**src/rtl/cbb_pulse_pacer.sv**
```systemverilog
// Event pacer feeding a CDC pulse synchronizer: queues incoming strobes and
// re-emits them as registered single-cycle pulses at least P_MIN_GAP cycles apart.
module cbb_pulse_pacer #(
    parameter int P_MIN_GAP = 8,
    parameter int P_CNT_W   = 4
) (
    input  logic               i_clk,
    input  logic               i_rst,
    input  logic               i_pulse,
    input  logic               i_flush,
    input  logic               i_ovf_clr,
    output logic               o_pulse,
    output logic [P_CNT_W-1:0] o_pending,
    output logic               o_busy,
    output logic               o_ovf
);

    localparam int TW = $clog2(P_MIN_GAP);
    localparam logic [TW-1:0]      GAP_RELOAD = TW'(P_MIN_GAP - 1);
    localparam logic [P_CNT_W-1:0] CNT_MAX    = {P_CNT_W{1'b1}};

    logic               pulse_q, pulse_d;
    logic [P_CNT_W-1:0] pend_q, pend_d;
    logic [TW-1:0]      timer_q, timer_d;
    logic               ovf_q, ovf_d;
    logic               issue_s;
    logic               ovf_set_s;

    // Next-state logic for issue decision, gap timer, backlog counter and overflow flag
    always_comb begin
        issue_s   = 1'b0;
        ovf_set_s = 1'b0;
        pend_d    = pend_q;
        timer_d   = timer_q;
        ovf_d     = ovf_q;

        if ((timer_q == '0) && ((pend_q != '0) || i_pulse) && !i_flush) begin
            issue_s = 1'b1;
        end else begin
            issue_s = 1'b0;
        end

        // The timer is deliberately left running through a flush so spacing is kept
        if (issue_s) begin
            timer_d = GAP_RELOAD;
        end else if (timer_q != '0) begin
            timer_d = timer_q - TW'(1);
        end else begin
            timer_d = timer_q;
        end

        if (i_flush) begin
            pend_d = '0;
        end else if (i_pulse && !issue_s) begin
            if (pend_q == CNT_MAX) begin
                pend_d    = pend_q;
                ovf_set_s = 1'b1;
            end else begin
                pend_d = pend_q + P_CNT_W'(1);
            end
        end else if (issue_s && !i_pulse) begin
            pend_d = pend_q - P_CNT_W'(1);
        end else begin
            pend_d = pend_q;
        end

        if (ovf_set_s) begin
            ovf_d = 1'b1;
        end else if (i_ovf_clr) begin
            ovf_d = 1'b0;
        end else begin
            ovf_d = ovf_q;
        end

        pulse_d = issue_s;
    end

    // State registers with synchronous reset
    always_ff @(posedge i_clk) begin
        if (i_rst) begin
            pulse_q <= 1'b0;
            pend_q  <= '0;
            timer_q <= '0;
            ovf_q   <= 1'b0;
        end else begin
            pulse_q <= pulse_d;
            pend_q  <= pend_d;
            timer_q <= timer_d;
            ovf_q   <= ovf_d;
        end
    end

    assign o_pulse   = pulse_q;
    assign o_pending = pend_q;
    assign o_ovf     = ovf_q;
    assign o_busy    = (pend_q != '0) | (timer_q != '0) | pulse_q;

endmodule

```
**config.mk**
```make
export PLATFORM = sky130hd
export DESIGN_NAME = cbb_pulse_pacer
export DESIGN_NICKNAME = d
export VERILOG_FILES = /design/src/rtl/cbb_pulse_pacer.sv
export SDC_FILE = /design/constraint.sdc
export NUM_CORES = 1
export LEC_CHECK = 0
export CAP_MARGIN = 20
export CORE_AREA = 4 4 41 43
export CTS_BUF_LIST = sky130_fd_sc_hd__clkbuf_2 sky130_fd_sc_hd__clkbuf_4 sky130_fd_sc_hd__clkbuf_8
export DETAILED_ROUTE_END_ITERATION = 16
export DIE_AREA = 0 0 45 47
export HOLD_SLACK_MARGIN = 0.05
export PLACE_DENSITY = 0.69
export SKIP_LAST_GASP = 1
export SYNTH_ARGS = -nofsm -noshare
export SYNTH_HDL_FRONTEND = slang
export SYNTH_SLANG_ARGS = --single-unit
```
**constraint.sdc**
```tcl
create_clock -name i_clk -period 6.7 [get_ports i_clk]
set_clock_uncertainty 0.2 [all_clocks]
set_input_delay 1.34 -clock i_clk [delete_from_list [all_inputs] [get_ports i_clk]]
set_output_delay 1.34 -clock i_clk [all_outputs]
set_load 0.05 [all_outputs]
```
==> out/metrics.cfg, run 1 <==
[setup_path]
required_ns = 5.16
crit_fanout = 7
reg2reg_slack_ns = 4.31
reg2reg_from = timer_q[1]
crit_start = o_pending[0]
path_class = flip-flop to output pin
reg2reg_depth = 9
endpoint_kind = output pin
arrival_ns = 2.25
cp-start-kind = flip-flop
endpoint = o_busy
r2r-end = o_pending[3]

[clock_tree]
h-tree-depth = 1
clkSinkCount = 9
cts_root_buf = clkbuf_4
cts_tree = built
worstSkewPairLatency_ns = 0.26
post_cts_buffers = 0
ctsResizeCount = 0
clockBufferDepth = 2
ctsHoldBuffers = 0
clk_pin_slew_ns = 0.06
cts_buffers = 3

[timing]
min_period_ns = 3.79
fin_crit_sh = 0.565
fmaxAchievable_ghz = 0.264
whs_ns = 0.315
hold_viol_final = 0
setup_slack_ns = 2.91
relSlewSlack = 0.668
final-setup-viol-count = 0
drv_slew = 0
setup_tns_ns = 0
worst_pin_slew_ns = 0.496
rsz0062_at_grt = false

[routing]
wl_met1_um = 490
viasPerCell = 5.54
ant_nets = 0
vias = 504
routed-wl-met2_um = 579
highest_layer = met4
drc = 0
routedWlPerCell_um = 12.8
wl_met3_um = 64
drt_iter0_drc = 7
drt_wl_total_mm = 1.17
dr.pass1.iters = 4

[grt]
grt_pass1_wl_mm = 2.04
antenna_found_initial = 0
grt_max_degree = 9
grt_use_total = 0.140
grt_overflow = 0
grt_pass1_vias = 491

[run_status]
outcome = finished clean

[synth]
synth_edf_count = 0
synth-seq-cells = 9
synth_top_cells_by_count = dfxtp_1 (9), a21oi_1 (5), inv_1 (5)
synth_flop_cell = dfxtp_1
synthArstFlopShare = 0
synthTopCellsByArea = dfxtp_1 (32%), ha_1 (8.8%), a21oi_1 (4.4%)
ys_warn_count = 0
syn_avg_cell_area_um2 = 9.31
syn_area_um2 = 568
seq_area_frac_synth = 0.317
netlist-cell-type-count = 30
syn_inst = 61
post-synth-top-count-cell = dfxtp_1
synth_top_area_frac = 0.317
synth.net_count = 71
yosysTopAreaCell = dfxtp_1

[finish]
layout-drive-gt1-share = 0.158
areaGrowthSynthToFinish_pct = 28.0
antenna_cells = 0
nets = 87

[hold_path]
min_path_type = flip-flop to flip-flop

[die]
die_y_um = 47
num_rows = 13
core_area_um2 = 1300
die_area_um2 = 2120
ios = 12
initial_core_util = 0.437
die_x_um = 45

[pwr]
p_leak_nw = 0.298
max-vdd-ir-drop_uv = 226
powerDensity_nw_per_um2 = 385
power_mw = 0.280

[job]
maxCapViolCount = 0

[placement]
dpl.hpwl_um = 940
gp_congestion = 0.804
post-place-ws_ns = 3.06
io_buffer_count = 11

## worst min-delay path by stage
| stage | start | to | slack, ns | cells past startpoint |
|---|---|---|---|---|
| CTS | o_pending[3] | o_pending[3] | 0.32 | 2 |
| detailed placement | o_pending[3] | o_pending[3] | 0.31 | 2 |
| global route | o_pending[3] | o_pending[3] | 0.37 | 2 |
| floorplan | timer_q[1] | timer_q[1] | 0.29 | 2 |
| finish | o_pending[3] | o_pending[3] | 0.32 | 2 |
| global placement | o_pending[3] | o_pending[3] | 0.30 | 2 |
## cell type report
cell class	count	area, µm²
well taps	15	18.8
repair buffers	11	110
flip-flops and latches	9	180
clock buffers	4	30.0
multi-input cells	47	369
fillers	133	574
inverters	5	18.8
## per-layer routing
layer | global-route usage | vias up
met2 | 0.237 | 16
met1 | 0.140 | 228
met3 | 0.0460 | 6
li1 | - | 254
met4 | 0.117 | 0
met5 | 0 | -
## layout by cell type, fill, tap and decap left out, types with 4 or more instances in the layout
| cell type | count |
|---|---|
| nand3_1 | 4 |
| ha_1 | 4 |
| nor3_1 | 4 |
| dfxtp_1 | 9 |
| clkdlybuf4s50_1 | 11 |
| inv_1 | 5 |
| nor2_1 | 4 |
| a21oi_1 | 5 |
| clkbuf_4 | 4 |
## critical path, cell delays in order, from the launching register on
cell             delay (ns)
dfxtp_1                0.38
or4_4                  0.58
or3_1                  0.32
clkdlybuf4s50_1        0.70
## cell families (layout without fill, tap and decap cells)
family                     Yosys count  in the layout  synth area share
AOI/OAI and AO/OA                   14             14             0.205
muxes                                2              2            0.0352
and+or+nand+nor                     24             24             0.256
adders and majority gates            5              5             0.123
DFF                                  9              9             0.317
buffers and inverters                5             20            0.0330
xor gates and xnor gates             2              2            0.0308
## power by group
group	total, mW	internal, mW	switching [mW]
clock network	0.0464	0.0270	0.0193
registers	0.0781	0.0663	0.0118
logic	0.155	0.0659	0.0893
## per-stage QoR
| stage | instance area (µm²) | std cells | utilization |
|---|---|---|---|
| detailed placement | 697 | 87 | 0.536 |
| finish | 727 | 91 | 0.559 |
| floorplan | 568 | 61 | - |
| global route | 727 | 91 | 0.559 |
| global placement | 697 | 87 | 0.536 |
| CTS | 727 | 91 | 0.559 |
## flip-flops by register name, summed over array words and instances (netlist names)
| register | count |
|---|---|
| o_ovf | 1 |
| o_pending | 4 |
| o_pulse | 1 |
| timer_q | 3 |
No activity file was read; power rests on OpenSTA's default activity.
==> run 2, diff against run 1 <==
==> constraint.sdc (replaced) <==
create_clock -name i_clk -period 3.55 [get_ports i_clk]
set_clock_uncertainty 0.2 [all_clocks]
set_input_delay 0.71 -clock i_clk [delete_from_list [all_inputs] [get_ports i_clk]]
set_output_delay 0.71 -clock i_clk [all_outputs]
set_load 0.05 [all_outputs]
==> out/metrics.cfg, run 2 (same netlist as run 1, synthesis figures left out) <==
[run_status]
outcome = finished clean

[finish]
fill_cells = 132  ; -0.75%
multi_input_area_um2 = 369  ; unchanged
mostFrequentLayoutCells = clkdlybuf4s50_1 (11), dfxtp_1 (9), inv_1 (5), a21oi_1 (5)
fin_area_um2 = 727  ; unchanged
antenna_cells = 0  ; unchanged
layout-drive-gt1-share = 0.158  ; unchanged
areaGrowthSynthToFinish_pct = 28.0  ; unchanged
nets = 87  ; unchanged
largest_reg_flops = 4  ; unchanged
final_common_cell = clkdlybuf4s50_1
regArea_um2 = 180  ; unchanged

[clock_tree]
cts_root_buf = clkbuf_4
ctsResizeCount = 0  ; unchanged
post_cts_buffers = 0  ; unchanged
cts_buffers = 3  ; unchanged
clkSinkCount = 9  ; unchanged
worstSkewPairLatency_ns = 0.26  ; about the same
cts_tree = built
clk_pin_slew_ns = 0.07  ; about the same
clockBufferDepth = 2  ; unchanged
ctsHoldBuffers = 0  ; unchanged
h-tree-depth = 1  ; unchanged

[setup_path]
cp_slowest_cell = clkdlybuf4s50_1
crit_fanout = 7  ; unchanged
arrival_ns = 2.25  ; about the same
endpoint_kind = output pin
cp-start-kind = flip-flop
critPathMaxStageDelay_ns = 0.71  ; about the same
path_class = flip-flop to output pin
required_ns = 2.64  ; -2.52 ns
crit_chain = or4_4, or3_1, clkdlybuf4s50_1

[routing]
drc = 0  ; unchanged
vias = 499  ; -0.99%
viasPerCell = 5.48  ; -0.99%
drt_iter0_drc = 8  ; +1
dr.pass1.iters = 4  ; unchanged
ant_nets = 0  ; unchanged
drt_wl_total_mm = 1.14  ; -2.3%
routedWlPerCell_um = 12.5  ; -2.3%

[grt]
grt_pass1_wl_mm = 1.90  ; -6.8%
grt_use_total = 0.129  ; -0.0111
grt_pass1_vias = 467  ; -4.9%
antenna_found_initial = 0  ; unchanged
grt_max_degree = 9  ; unchanged
grt_overflow = 0  ; unchanged

[pwr]
powerDensity_nw_per_um2 = 721  ; +87%
max-vdd-ir-drop_uv = 488  ; +120%
p_leak_nw = 0.298  ; unchanged

[job]
maxCapViolCount = 0  ; unchanged

[die]
num_rows = 13  ; unchanged
initial_core_util = 0.437  ; unchanged
die_x_um = 45  ; unchanged
die_y_um = 47  ; unchanged
core_area_um2 = 1300  ; unchanged
die_area_um2 = 2120  ; unchanged
ios = 12  ; unchanged

[placement]
post-place-ws_ns = 0.542  ; -2.52 ns
gp_congestion = 0.787  ; -2.1%
io_buffer_count = 11  ; unchanged
dpl.hpwl_um = 887  ; -5.6%
place_area_um2 = 697  ; unchanged

[timing]
final-setup-viol-count = 0  ; unchanged
hold_viol_final = 0  ; unchanged
setup_slack_ns = 0.392  ; -2.52 ns
relSlewSlack = 0.669  ; +0.00105
fmaxAchievable_ghz = 0.317
whs_ns = 0.328  ; +0.0131 ns
setup_tns_ns = 0  ; unchanged
fin_crit_sh = 0.889
drv_slew = 0  ; unchanged
min_period_ns = 3.16
worst_pin_slew_ns = 0.495  ; -0.00157 ns
rsz0062_at_grt = false

[hold_path]
min_path_type = flip-flop to flip-flop

==> run 2: cell type report <==
class                   count  share of cell area
multi-input cells          47               0.508
flip-flops and latches      9               0.248
well taps                  15              0.0258
inverters                   5              0.0258
repair buffers             11               0.151
clock buffers               4              0.0413
==> run 2: final timing paths <==
check / start / end / slack, ns / cells after the start
worst max register to register: timer_q[1] / o_pending[3] / 1.18 / 9
worst max-delay path: o_pending[0] / o_busy / 0.39 / 3
worst min-delay path: o_pending[3] / o_pending[3] / 0.33 / 2
worst min register to register: o_pending[3] / o_pending[3] / 0.33 / 2
==> run 2: routing by layer <==
metal / vias up / GRT usage / share of wire
met2: 7 / 0.212 / 0.46
met1: 231 / 0.147 / 0.48
met3: 2 / 0.0230 / 0.039
met4: 0 / 0.105 / 0.017
met5: - / 0 / 0
li1: 259 / - / -
==> run 2: worst max-delay path: cells and delay by family, from the launching register on <==
| kind | cells | cell delay [ns] |
|---|---|---|
| buffers and inverters | 1 | 0.71 |
| flip-flops | 1 | 0.38 |
| AND/OR/NAND/NOR | 2 | 0.91 |
==> run 2: stage by stage <==
step	util	power, mW	std cells
after floorplan	-	0.374	61
after global placement	0.536	0.435	87
after detailed placement	0.536	0.439	87
after CTS	0.559	0.532	91
after global routing	0.559	0.568	91
final	0.559	0.524	91
==> run 2: power by group <==
part           switching [mW]  internal [mW]
clock network          0.0375         0.0510
registers              0.0211          0.125
logic                   0.165          0.125
==> run 3, diff against run 2 <==
--- a/config.mk
+++ b/config.mk
@@ -6,10 +6,10 @@
 export NUM_CORES = 1
 export LEC_CHECK = 0
 export CAP_MARGIN = 20
-export CORE_AREA = 4 4 41 43
+export CORE_AREA = 2 2 39 41
 export CTS_BUF_LIST = sky130_fd_sc_hd__clkbuf_2 sky130_fd_sc_hd__clkbuf_4 sky130_fd_sc_hd__clkbuf_8
 export DETAILED_ROUTE_END_ITERATION = 16
-export DIE_AREA = 0 0 45 47
+export DIE_AREA = 0 0 41 43
 export HOLD_SLACK_MARGIN = 0.05
 export PLACE_DENSITY = 0.69
 export SKIP_LAST_GASP = 1
==> out/metrics.cfg, run 3 (same netlist as run 1, synthesis figures left out) <==
[placement]
dpl.hpwl_um = 863  ; -2.7%
io_buffer_count = 11  ; unchanged
gp_congestion = 0.740  ; -6.0%
place_area_um2 = 698  ; +0.18%

[run_status]
outcome = finished clean

[timing]
final-setup-viol-count = 0  ; unchanged
fmaxAchievable_ghz = 0.318  ; +0.25%
hold_viol_final = 0  ; unchanged
fin_crit_sh = 0.887  ; -0.00226
worst_pin_slew_ns = 0.494  ; -0.000447 ns
relSlewSlack = 0.670  ; about the same
drv_slew = 0  ; unchanged
min_period_ns = 3.15  ; -0.00801 ns
setup_tns_ns = 0  ; unchanged
rsz0062_at_grt = false

[routing]
routedWlPerCell_um = 11.6  ; -7.7%
ant_nets = 0  ; unchanged
drc = 0  ; unchanged
drt_wl_total_mm = 1.07  ; -6.7%
dr.pass1.iters = 4  ; unchanged
drt_iter0_drc = 3  ; -5
vias = 487  ; -2.4%
viasPerCell = 5.29  ; -3.5%

[finish]
layout-drive-gt1-share = 0.158  ; unchanged
areaGrowthSynthToFinish_pct = 28.2
largest_reg_flops = 4  ; unchanged
antenna_cells = 0  ; unchanged
fin_area_um2 = 728  ; +0.17%
final_common_cell = clkdlybuf4s50_1
mostFrequentLayoutCells = clkdlybuf4s50_1 (11), dfxtp_1 (9), inv_1 (5), a21oi_1 (5)
nets = 87  ; unchanged

[grt]
grt_overflow = 0  ; unchanged
antenna_found_initial = 0  ; unchanged
grt_use_total = 0.166  ; +0.0372
grt_max_degree = 9  ; unchanged
grt_pass1_vias = 483  ; +3.4%
grt_pass1_wl_mm = 1.95  ; +2.9%

[die]
die_x_um = 41  ; -8.9%
die_y_um = 43  ; -8.5%
ios = 12  ; unchanged
initial_core_util = 0.410  ; -0.0261
num_rows = 14  ; +1
core_area_um2 = 1380  ; +6.3%
die_area_um2 = 1760  ; -17%

[clock_tree]
ctsResizeCount = 0  ; unchanged
ctsHoldBuffers = 0  ; unchanged
cts_tree = built
clockBufferDepth = 2  ; unchanged
cts_buffers = 3  ; unchanged
h-tree-depth = 1  ; unchanged
cts_root_buf = clkbuf_4
worstSkewPairLatency_ns = 0.26  ; about the same
clk_pin_slew_ns = 0.07  ; about the same
clkSinkCount = 9  ; unchanged
post_cts_buffers = 0  ; unchanged

[setup_path]
crit_buf_inv = 1  ; unchanged
cp_slowest_cell = clkdlybuf4s50_1
required_ns = 2.64  ; about the same
crit_fanout = 7  ; unchanged
arrival_ns = 2.24  ; about the same
crit_family = simple AND/OR/NAND/NOR gates
endpoint_kind = output pin
path_class = flip-flop to output pin
crit_chain = or4_4, or3_1, clkdlybuf4s50_1
cp-start-kind = flip-flop
critPathMaxStageDelay_ns = 0.70  ; about the same

[pwr]
power_frac_comb = 0.552  ; about the same
powerDensity_nw_per_um2 = 720  ; -0.20%
clockPowerShare = 0.169  ; about the same
max-vdd-ir-drop_uv = 352  ; -28%
p_sw_mw = 0.223  ; -0.13%
p_int_mw = 0.301  ; about the same
p_leak_nw = 0.298  ; unchanged
seq_power_share = 0.278  ; about the same
switching_share = 0.426  ; -0.000428

[job]
maxCapViolCount = 0  ; unchanged

[hold_path]
min_path_type = flip-flop to flip-flop

[run 3: cell counts in the layout (fill, tap and decap cells not counted)]
Identical to the previous run, type by type.
[run 3: metal layers]
layer,global-route usage,up-vias,routed length [µm]
met5,0,-,0
met4,0.113,0,29
met3,0.0471,4,46
met2,0.241,16,521
met1,0.203,211,468
li1,-,256,-
[run 3: final timing paths]
path | slack (ns) | cells past startpoint | from | endpoint
max | 0.40 | 3 | o_pending[0] | o_busy
min | 0.31 | 2 | o_pending[3] | o_pending[3]
max reg2reg | 1.20 | 9 | timer_q[1] | o_pending[3]
min reg2reg | 0.31 | 2 | o_pending[3] | o_pending[3]
[run 3: tightest hold or removal path: stages, from the launching register on]
cell and delay [ns]:
dfxtp_1 0.35, nand2_1 0.07, mux2i_1 0.05
[run 3: final cells by class]
class	count	area [µm²]
fill	121	656
multi-input combinational	47	369
sequential	9	180
timing repair buffer	11	110
clock buffer	4	30.0
tap	16	20.0
inverter	5	18.8
[run 3: power groups by stage]
| stage | registers, mW | logic, mW | clock network [mW] |
|---|---|---|---|
| finish | 0.146 | 0.289 | 0.0887 |
| global route | 0.150 | 0.319 | 0.0944 |
| CTS | 0.146 | 0.291 | 0.0896 |
| detailed placement | 0.149 | 0.289 | 0 |
| global placement | 0.148 | 0.286 | 0 |
| floorplan | 0.170 | 0.204 | 0 |
[run 3: per-stage QoR]
stage | setup WS [ns] | hold WS [ns] | total power [mW] | cells | utilization
after global routing | 0.351 | 0.359 | 0.564 | 92 | 0.526
after CTS | 0.403 | 0.318 | 0.527 | 92 | 0.526
after detailed placement | 0.534 | 0.310 | 0.438 | 88 | 0.505
final | 0.400 | 0.311 | 0.524 | 92 | 0.526
after global placement | 0.586 | 0.304 | 0.434 | 88 | 0.505
after floorplan | 0.960 | 0.290 | 0.374 | 61 | -
